### src/rtl/dwarf_leb128_decoder.sv
// rtl/dwarf_leb128_decoder.sv - byte-stream ULEB128/SLEB128 operand decoder with valid/ready output
module dwarf_leb128_decoder #(
  parameter int MAX_BYTES = 5
) (
  input  logic        clk,
  input  logic        rst_n,
  input  logic        flush,
  input  logic        signed_mode,
  input  logic [31:0] wr_data,
  input  logic [1:0]  wr_n,
  output logic        wr_ready,
  output logic        drop_err,
  output logic        val_valid,
  input  logic        val_ready,
  output logic [31:0] val_data,
  output logic [2:0]  val_nbytes,
  output logic        val_overflow
);

  typedef enum logic [1:0] {S_IDLE, S_ACCUM, S_HOLD} state_t;

  state_t      state_q, state_d;
  logic [31:0] buf_q, buf_d;
  logic [2:0]  cnt_q, cnt_d;
  logic        wr_ready_q, wr_ready_d;
  logic        drop_err_q, drop_err_d;
  logic [31:0] acc_q, acc_d;
  logic [2:0]  nb_q, nb_d;
  logic        sgn_q, sgn_d;
  logic        ovf_q, ovf_d;
  logic        val_valid_q, val_valid_d;
  logic [31:0] val_data_q, val_data_d;
  logic [2:0]  val_nbytes_q, val_nbytes_d;
  logic        val_ovf_q, val_ovf_d;

  // Per-byte decode terms for the byte at the head of the buffer
  logic        accept, consume, is_idle;
  logic [7:0]  b;
  logic [2:0]  k;
  logic        sgn_n, ovf_n, fill;
  logic [5:0]  sh, fill_sh;
  logic [31:0] base, acc_n, mask;
  logic [2:0]  nb_n;

  // Next-state: write acceptance, byte consumption, LEB128 accumulation, handshake, flush
  always_comb begin
    state_d      = state_q;
    buf_d        = buf_q;
    cnt_d        = cnt_q;
    drop_err_d   = drop_err_q;
    acc_d        = acc_q;
    nb_d         = nb_q;
    sgn_d        = sgn_q;
    ovf_d        = ovf_q;
    val_valid_d  = val_valid_q;
    val_data_d   = val_data_q;
    val_nbytes_d = val_nbytes_q;
    val_ovf_d    = val_ovf_q;

    accept  = (wr_n != 2'b11) && wr_ready_q;
    consume = (cnt_q != 3'd0) && (state_q != S_HOLD);
    is_idle = (state_q == S_IDLE);

    // A new value starts from a clean accumulator and samples the signedness once
    b     = buf_q[7:0];
    k     = is_idle ? 3'd0 : nb_q;
    sgn_n = is_idle ? signed_mode : sgn_q;
    base  = is_idle ? 32'd0 : acc_q;
    ovf_n = is_idle ? 1'b0 : ovf_q;

    sh      = {3'b000, k} * 6'd7;
    fill_sh = sh + 6'd7;
    mask    = 32'hFFFF_FFFF << fill_sh;
    acc_n   = base;
    if (int'(k) < MAX_BYTES) begin
      acc_n = base | ({25'd0, b[6:0]} << sh);
    end else begin
      ovf_n = 1'b1;
    end
    // Fifth byte carries only 4 meaningful bits; the rest must be zero or sign copies
    if (k == 3'd4) begin
      if (!sgn_n && (b[6:4] != 3'b000)) ovf_n = 1'b1;
      if (sgn_n && (b[6:3] != 4'b0000) && (b[6:3] != 4'b1111)) ovf_n = 1'b1;
    end
    nb_n = (k == 3'd7) ? 3'd7 : k + 3'd1;
    fill = sgn_n && b[6] && (fill_sh < 6'd32);

    if (consume) begin
      buf_d = buf_q >> 8;
      cnt_d = cnt_q - 3'd1;
      acc_d = acc_n;
      nb_d  = nb_n;
      sgn_d = sgn_n;
      ovf_d = ovf_n;
      if (b[7]) begin
        state_d = S_ACCUM;
      end else begin
        state_d      = S_HOLD;
        val_valid_d  = 1'b1;
        val_data_d   = fill ? (acc_n | mask) : acc_n;
        val_nbytes_d = nb_n;
        val_ovf_d    = ovf_n;
      end
    end

    if ((state_q == S_HOLD) && val_ready) begin
      state_d     = S_IDLE;
      val_valid_d = 1'b0;
    end

    // Acceptance only happens with an empty buffer, so it never collides with consumption
    if (accept) begin
      buf_d = wr_data;
      case (wr_n)
        2'b00:   cnt_d = 3'd1;
        2'b01:   cnt_d = 3'd2;
        default: cnt_d = 3'd4;
      endcase
    end
    if ((wr_n != 2'b11) && !wr_ready_q) drop_err_d = 1'b1;

    if (flush) begin
      state_d      = S_IDLE;
      buf_d        = 32'd0;
      cnt_d        = 3'd0;
      drop_err_d   = 1'b0;
      acc_d        = 32'd0;
      nb_d         = 3'd0;
      sgn_d        = 1'b0;
      ovf_d        = 1'b0;
      val_valid_d  = 1'b0;
      val_data_d   = 32'd0;
      val_nbytes_d = 3'd0;
      val_ovf_d    = 1'b0;
    end

    wr_ready_d = (cnt_d == 3'd0);
  end

  // State and output registers
  always_ff @(posedge clk or negedge rst_n) begin
    if (!rst_n) begin
      state_q      <= S_IDLE;
      buf_q        <= 32'd0;
      cnt_q        <= 3'd0;
      wr_ready_q   <= 1'b1;
      drop_err_q   <= 1'b0;
      acc_q        <= 32'd0;
      nb_q         <= 3'd0;
      sgn_q        <= 1'b0;
      ovf_q        <= 1'b0;
      val_valid_q  <= 1'b0;
      val_data_q   <= 32'd0;
      val_nbytes_q <= 3'd0;
      val_ovf_q    <= 1'b0;
    end else begin
      state_q      <= state_d;
      buf_q        <= buf_d;
      cnt_q        <= cnt_d;
      wr_ready_q   <= wr_ready_d;
      drop_err_q   <= drop_err_d;
      acc_q        <= acc_d;
      nb_q         <= nb_d;
      sgn_q        <= sgn_d;
      ovf_q        <= ovf_d;
      val_valid_q  <= val_valid_d;
      val_data_q   <= val_data_d;
      val_nbytes_q <= val_nbytes_d;
      val_ovf_q    <= val_ovf_d;
    end
  end

  assign wr_ready     = wr_ready_q;
  assign drop_err     = drop_err_q;
  assign val_valid    = val_valid_q;
  assign val_data     = val_data_q;
  assign val_nbytes   = val_nbytes_q;
  assign val_overflow = val_ovf_q;

endmodule

### config.mk
export PLATFORM = sky130hd
export DESIGN_NAME = dwarf_leb128_decoder
export DESIGN_NICKNAME = d
export VERILOG_FILES = /design/src/rtl/dwarf_leb128_decoder.sv
export SDC_FILE = /design/constraint.sdc
export NUM_CORES = 1
export LEC_CHECK = 0
export CAP_MARGIN = 5
export CORE_ASPECT_RATIO = 1.2
export CORE_MARGIN = 1.5
export CORE_UTILIZATION = 39
export DETAILED_ROUTE_END_ITERATION = 6
export PLACE_DENSITY_LB_ADDON = 0.05
export SLEW_MARGIN = 10
export SYNTH_ARGS = -nofsm -noshare
export SYNTH_HDL_FRONTEND = slang
export SYNTH_SLANG_ARGS = --single-unit
### constraint.sdc
create_clock -name clk -period 2.7 [get_ports clk]
set_input_delay 0.54 -clock clk [delete_from_list [all_inputs] [get_ports clk]]
set_output_delay 0.54 -clock clk [all_outputs]
set_load 0.02 [all_outputs]
==> results of run 1 <==
## layout make-up
type	instances	share of cell area, %
sequential	113	41.6
multi-input combinational	381	32.9
timing repair buffer	93	13.5
clock buffer	20	6.72
tap	168	3.09
clock inverter	11	1.67
inverter	8	0.442
## synth_stat cells, types with 2 or more instances
cell	number
a22oi_1	26
nand2b_1	3
inv_1	7
or2_2	2
ha_1	4
buf_1	2
o21a_1	8
a21oi_1	30
a311oi_1	25
nand2_1	84
o211ai_1	6
nor2_1	74
buf_2	19
nand3_1	2
buf_6	2
a211oi_1	12
o22ai_1	7
nor3_1	3
nor4bb_1	4
o21ai_1	5
or4_1	2
a31oi_1	5
dfrtp_1	112
a32oi_1	15
a22o_1	16
o21ai_0	26
clkbuf_1	31
## routing by layer
metal,vias to the layer above,part of all wire (%),track usage (%)
met2,133,48,33.1
met5,-,0,0
met3,15,4.7,4.15
met4,0,1.6,7.18
li1,2143,-,-
met1,2180,46,29.2
## sequential cells by signal, summed over array words and instances (netlist names)
signal        count
wr_ready          1
cnt_q             3
nb_q              3
ovf_q             1
drop_err          1
val_valid         1
state_q           2
val_nbytes        3
sgn_q             1
val_data         32
buf_q            32
val_overflow      1
acc_q            32
## power breakdown
part           leakage [nW]  internal [W]  switching (W)
Sequential             1.53       0.00206       0.000357
Combinational          1.00      0.000980        0.00188
Clock                 0.281       0.00139       0.000766
Total                  2.82       0.00443        0.00300
## logic make-up (layout without fill, tap and decap cells)
family,count (synthesis),in the layout,share of synthesized area (%)
flip-flops,113,113,53.1
buffers and inverters,62,132,5.09
adder cells (fa/ha/maj),4,4,0.939
multiplexers,1,1,0.188
AO/OA/AOI/OAI,191,191,25.6
AND/OR/NAND/NOR,185,185,15.1
## path summary, 6_finish.rpt
kind	from	to	slack [ps]	depth (start not counted)
max	state_q[0]	val_data[4]	460	4
min	rst_n	val_nbytes[1]	10	1
max reg2reg	state_q[0]	val_data[4]	460	4
min reg2reg	val_data[31]	val_data[31]	480	2
max in group asynchronous	rst_n	wr_ready	1980	2
min in group clk	val_data[31]	val_data[31]	480	2
## through the flow
| stage | hold slack, ps | worst slack, ps | power, W | std cells | area [sq um] |
|---|---|---|---|---|---|
| finish | 11.6 | 458 | 0.00743 | 794 | 6800 |
| global route | 28.4 | 236 | 0.00792 | 794 | 6800 |
| CTS | 13.6 | 443 | 0.00750 | 794 | 6800 |
| detailed placement | 450 | 407 | 0.00530 | 763 | 6230 |
| global placement | 442 | 454 | 0.00526 | 763 | 6230 |
| floorplan | 244 | 915 | 0.00430 | 556 | 5330 |
## cells in the final DEF (no fill, tap or decap), drive strengths merged, types with 2 or more instances in the layout
cell           netlist  layout
dfrtp              112     112
nand2               84      84
clkdlybuf4s50        0      75
nor2                75      75
o21ai               32      32
a21oi               30      30
a22oi               26      26
a311oi              25      25
clkbuf              31      20
buf                 23      18
a22o                16      16
a32oi               15      15
a211oi              12      12
o21a                 8       8
clkinv               1       8
inv                  7       7
o22ai                7       7
o211ai               6       6
a31oi                5       5
nor4bb               4       4
ha                   4       4
nor3                 4       4
nand2b               3       3
nand3                2       2
or2                  2       2
or4                  2       2
bufinv               0       2
clkinvlp             0       2
a21boi               2       2
nor2b                2       2
nor4                 2       2
o31ai                2       2
## critical path, delay by kind of cell, from the launching register on
kind	cells	cell delay, ps
compound gates	2	630
flops	1	580
simple gates	2	950
==> summary.md, run 1 <==
| Metric | Value |
|---|---|
| Die W | `110 microns` |
| TritonCTS clock tree | `done` |
| Total CTS buffers | `17` |
| Largest cells by area after synthesis | `dfrtp_1 (53%), nand2_1 (5.9%), nor2_1 (5.2%)` |
| Inserted Diodes | `0` |
| WS Path Type | `flip-flop to flip-flop` |
| Area leader, netlist | `dfrtp_1` |
| Upper clock frequency limit | `0.446 GHz` |
| Worst hold path type | `input port to async pin` |
| Synth Area per Inst | `9.59 sq um` |
| # IOs | `78` |
| Pin count of the biggest net entering global routing | `70` |
| Final Max Tran Viols | `0` |
| Min cycle time layout | `2240 ps` |
| Status | `finished, final reports clean` |
| Area Overhead vs Synth | `27.5%` |
| Clock Sink Count | `113` |
| Resized Gates After CTS | `0` |
| Final Hold Fails | `0` |
| Primary FF master, synth | `dfrtp_1` |
| Syn_nets | `599` |
| Clock Pin Slew Worst Setup and Hold Paths | `50 ps` |
| Final Wtd Congestion | `0.823` |
| Clk root buf | `clkbuf_16` |
| Synth unique cells | `51` |
| # Max-Cap Violations | `0` |
| Yosys warning total | `0` |
| Worst-path cell chain | `nor2b_4, nor4_4, o2111ai_2, o221ai_2` |
| Die height | `131 microns` |
| Leak | `2.82 nW` |
| Filler cell count | `1,277` |
| Max FO, Critical Path | `18` |
| Register area | `0.00283 sq mm` |
| Total GRT Usage | `21.1%` |
| RSZ-0062 raised after global routing | `no` |
| Die area | `0.0144 sq mm` |
| Slowest CP cell | `nor4_4` |
| Wire per inst | `17.9 microns` |
| Vias per inst | `5.63` |
| Sequential cell area fraction in the yosys report | `53.1%` |
| Yosys top cell area share | `52.6%` |
| P per Cell Area | `1090 mW/mm^2` |
| Multi-input gate area in the final layout | `0.00224 sq mm` |
| Slowest stage delay, CP | `810 ps` |
| Utilization after layout | `51.1%` |
| Detail Route Antenna Nets | `0` |
| Worst EP required | `3020 ps` |
| Async set or reset register ratio after synthesis | `100%` |
| Period utilisation layout | `83.0%` |
| Hpwl dp | `9240 microns` |
| Final wirelength | `14,200 microns` |
| Max Buffers Root-to-Sink | `2` |
| Share of cells above drive strength 1 | `9.58%` |
| Drt pass-1 iters | `5` |
| FP Rows | `46` |
| Hold-fix buffers, CTS | `0` |
| Initial antenna violation count | `0` |
| Mapped Area | `0.00533 sq mm` |
| Cell count after synthesis | `556` |
| CP startpoint kind | `flip-flop` |
| Aggregate global routing overflow | `0` |
| Slew HR | `35.2%` |
| Post-CTS setup buffers | `0` |
| Final net count | `657` |
| First-pass GRT wire length | `23,200 microns` |
| DRT iter0 DRCs | `254` |
| # port buffers | `77` |
| Setup-failing EPs final | `0` |
| Latest clock arrival within the worst-skew pair | `410 ps` |
| Critical Path AT | `2560 ps` |
| Synthesized flop and latch total | `113` |
| # DRC | `0` |
| Initial Util | `40.1%` |
| Critical Path End Type | `flip-flop` |
| Final setup skew | `11.1 ps` |
| Setup TNS | `0 ps` |
| H-tree depth | `4` |
| Worst Tran Pin Value | `965 ps` |
| Vias | `4,471` |
| EDFF count, synth | `0` |
| Core Box Area | `0.0133 sq mm` |
| Peak supply drop | `0.702 mV` |
| Vias in the first global route | `4,350` |
(Power assumes the default switching activity.)
==> run 2, diff against run 1 <==
- clock period: 2.7 -> 2.1 ns (I/O delays scaled with it)
==> run 2 against run 1 <==
Against the previous run:
- largest power group unchanged
- register-to-register slack worse by 300 ps
- first-iteration DRC count is 5.5% higher
- critical path depth is 3 lower
- critical path type is now flip-flop to output port
- clock power is 28% higher
- global-route usage is 0.48 points higher
- combinational power is 37% higher
- die area stayed put
- sequential share of layout area is 0.87 points lower
- via count is 0.81% higher
- sequential power is 29% higher
==> summary.md, run 2 (synthesis gave the netlist of run 1 again) <==
| Metric | Value |
|---|---|
| Pin count of the biggest net entering global routing | `50` |
| Placed Instance Area | `0.00637 sq mm` |
| Worst Tran Pin Value | `654 ps` |
| Clock Pin Slew Worst Setup and Hold Paths | `50 ps` |
| Min cycle time layout | `2010 ps` |
| Vias in the first global route | `4,433` |
| Slowest stage delay, CP | `610 ps` |
| Clk root buf | `clkbuf_16` |
| Die W | `110 microns` |
| Initial Util | `40.1%` |
| RSZ-0062 raised after global routing | `no` |
| CP Launch Point | `wr_ready` |
| Setup TNS | `0 ps` |
| PnR worst setup slack | `93.6 ps` |
| Upper clock frequency limit | `0.498 GHz` |
| Total GRT Usage | `21.6%` |
| Final Wtd Congestion | `0.796` |
| Drt pass-1 iters | `5` |
| Most common cell after layout, fill and taps aside | `dfrtp_1` |
| Max Buffers Root-to-Sink | `2` |
| Die area | `0.0144 sq mm` |
| Share of cells above drive strength 1 | `11.4%` |
| Total CTS buffers | `17` |
| Core Box Area | `0.0133 sq mm` |
| Peak supply drop | `0.797 mV` |
| Slowest CP cell | `clkdlybuf4s50_1` |
| Hold Crit Start | `flush` |
| Vias | `4,507` |
| P per Cell Area | `1410 mW/mm^2` |
| Vias per inst | `5.56` |
| Final wirelength | `14,200 microns` |
| Dpl ws | `14.0 ps` |
| Wire per inst | `17.6 microns` |
| Aggregate global routing overflow | `0` |
| Final instance area | `0.00695 sq mm` |
| Worst hold path type | `input port to flip-flop` |
| H-tree depth | `4` |
| Area Overhead vs Synth | `30.3%` |
| Final Hold Fails | `0` |
| Initial antenna violation count | `0` |
| Final Max Tran Viols | `0` |
| Max FO, Critical Path | `5` |
| CP startpoint kind | `flip-flop` |
| Fin Hold WS | `415 ps` |
| Latest clock arrival within the worst-skew pair | `410 ps` |
| WS Path Type | `flip-flop to output port` |
| Clock Sink Count | `113` |
| Inserted Diodes | `0` |
| # IOs | `78` |
| Status | `finished, final reports clean` |
| FP Rows | `46` |
| Worst-path cell chain | `clkdlybuf4s50_1` |
| Leak | `2.90 nW` |
| # Max-Cap Violations | `0` |
| DRT iter0 DRCs | `268` |
| Final net count | `673` |
| Buffers and inverters on the worst path | `1` |
| First-pass GRT wire length | `23,400 microns` |
| Multi-input gate area in the final layout | `0.00224 sq mm` |
| Detail Route Antenna Nets | `0` |
| Slew HR | `56.4%` |
| Register area | `0.00283 sq mm` |
| Critical Path AT | `1590 ps` |
| TritonCTS clock tree | `done` |
| Launching point of the worst reg2reg path | `state_q[1]` |
| Top delay family on crit path | `buffers and inverters` |
| # DRC | `0` |
| Worst EP required | `1680 ps` |
| # port buffers | `77` |
| Leading cell types in the layout, fill and taps excluded | `dfrtp_1 (111), nand2_1 (84), clkdlybuf4s50_1 (75)` |
| Period utilisation layout | `95.5%` |
| Final setup skew | `5.62 ps` |
| Filler cell count | `1,250` |
| Critical Path End Type | `output port` |
| Hpwl dp | `9540 microns` |
| Setup-failing EPs final | `0` |
| Die height | `131 microns` |
-- run 2: cell count changes in the layout (fill, tap and decap cells not counted), sizes merged --
cell / before / now
buf: 18 / 33
clkbuf: 20 / 25
clkinv: 8 / 5
clkinvlp: 2 / 0
dlygate4sd3: 0 / 1
-- run 2: stage by stage --
step / util, % / total power (W) / cells
6_report: 52.3 / 0.00979 / 810
3_5_place_dp: 47.9 / 0.00704 / 778
2_1_floorplan: - / 0.00553 / 556
3_3_place_gp: 47.9 / 0.00699 / 778
4_1_cts: 52.2 / 0.00985 / 810
5_1_grt: 52.3 / 0.0104 / 810
-- run 2: area by class of cell --
cell class | count | area share (%)
clock buffers | 25 | 6.99
inverters | 8 | 0.432
repair buffers | 109 | 15.4
flip-flops and latches | 113 | 40.7
well taps | 168 | 3.03
multi-input cells | 381 | 32.3
clock inverters | 6 | 1.15
-- run 2: worst paths after layout --
check / to / slack (ps) / cells after the start
min in group asynchronous: val_data[10] / 490 / 2
worst min register to register: val_nbytes[1] / 470 / 2
max in group asynchronous: wr_ready / 960 / 3
worst min-delay path: acc_q[9] / 410 / 2
worst max-delay path: wr_ready / 90 / 1
worst max register to register: val_data[20] / 160 / 7
-- run 2: power by group --
part           internal, W  total (W)  switching, W  leakage (nW)
combinational      0.00147    0.00391       0.00244          1.09
sequential         0.00266    0.00311      0.000456          1.53
clock              0.00182    0.00276      0.000941         0.281
-- run 2: timing repair --
| item | in CTS | in global routing |
|---|---|---|
| hold endpoints to repair | 27 | 0 |
| gates resized for setup | 0 | 3 |
| hold buffers | 1 | 0 |
| buffers inserted | 0 | 0 |
| endpoints found under the setup margin | 0 | 20 |
-- run 2: routing by layer --
layer	global-route usage [%]	wire length [microns]	part of all wire, %
met1	28.3	6490	46
met2	34.8	6790	48
met4	8.63	289	2.0
met3	4.55	663	4.7
met5	0	0	0
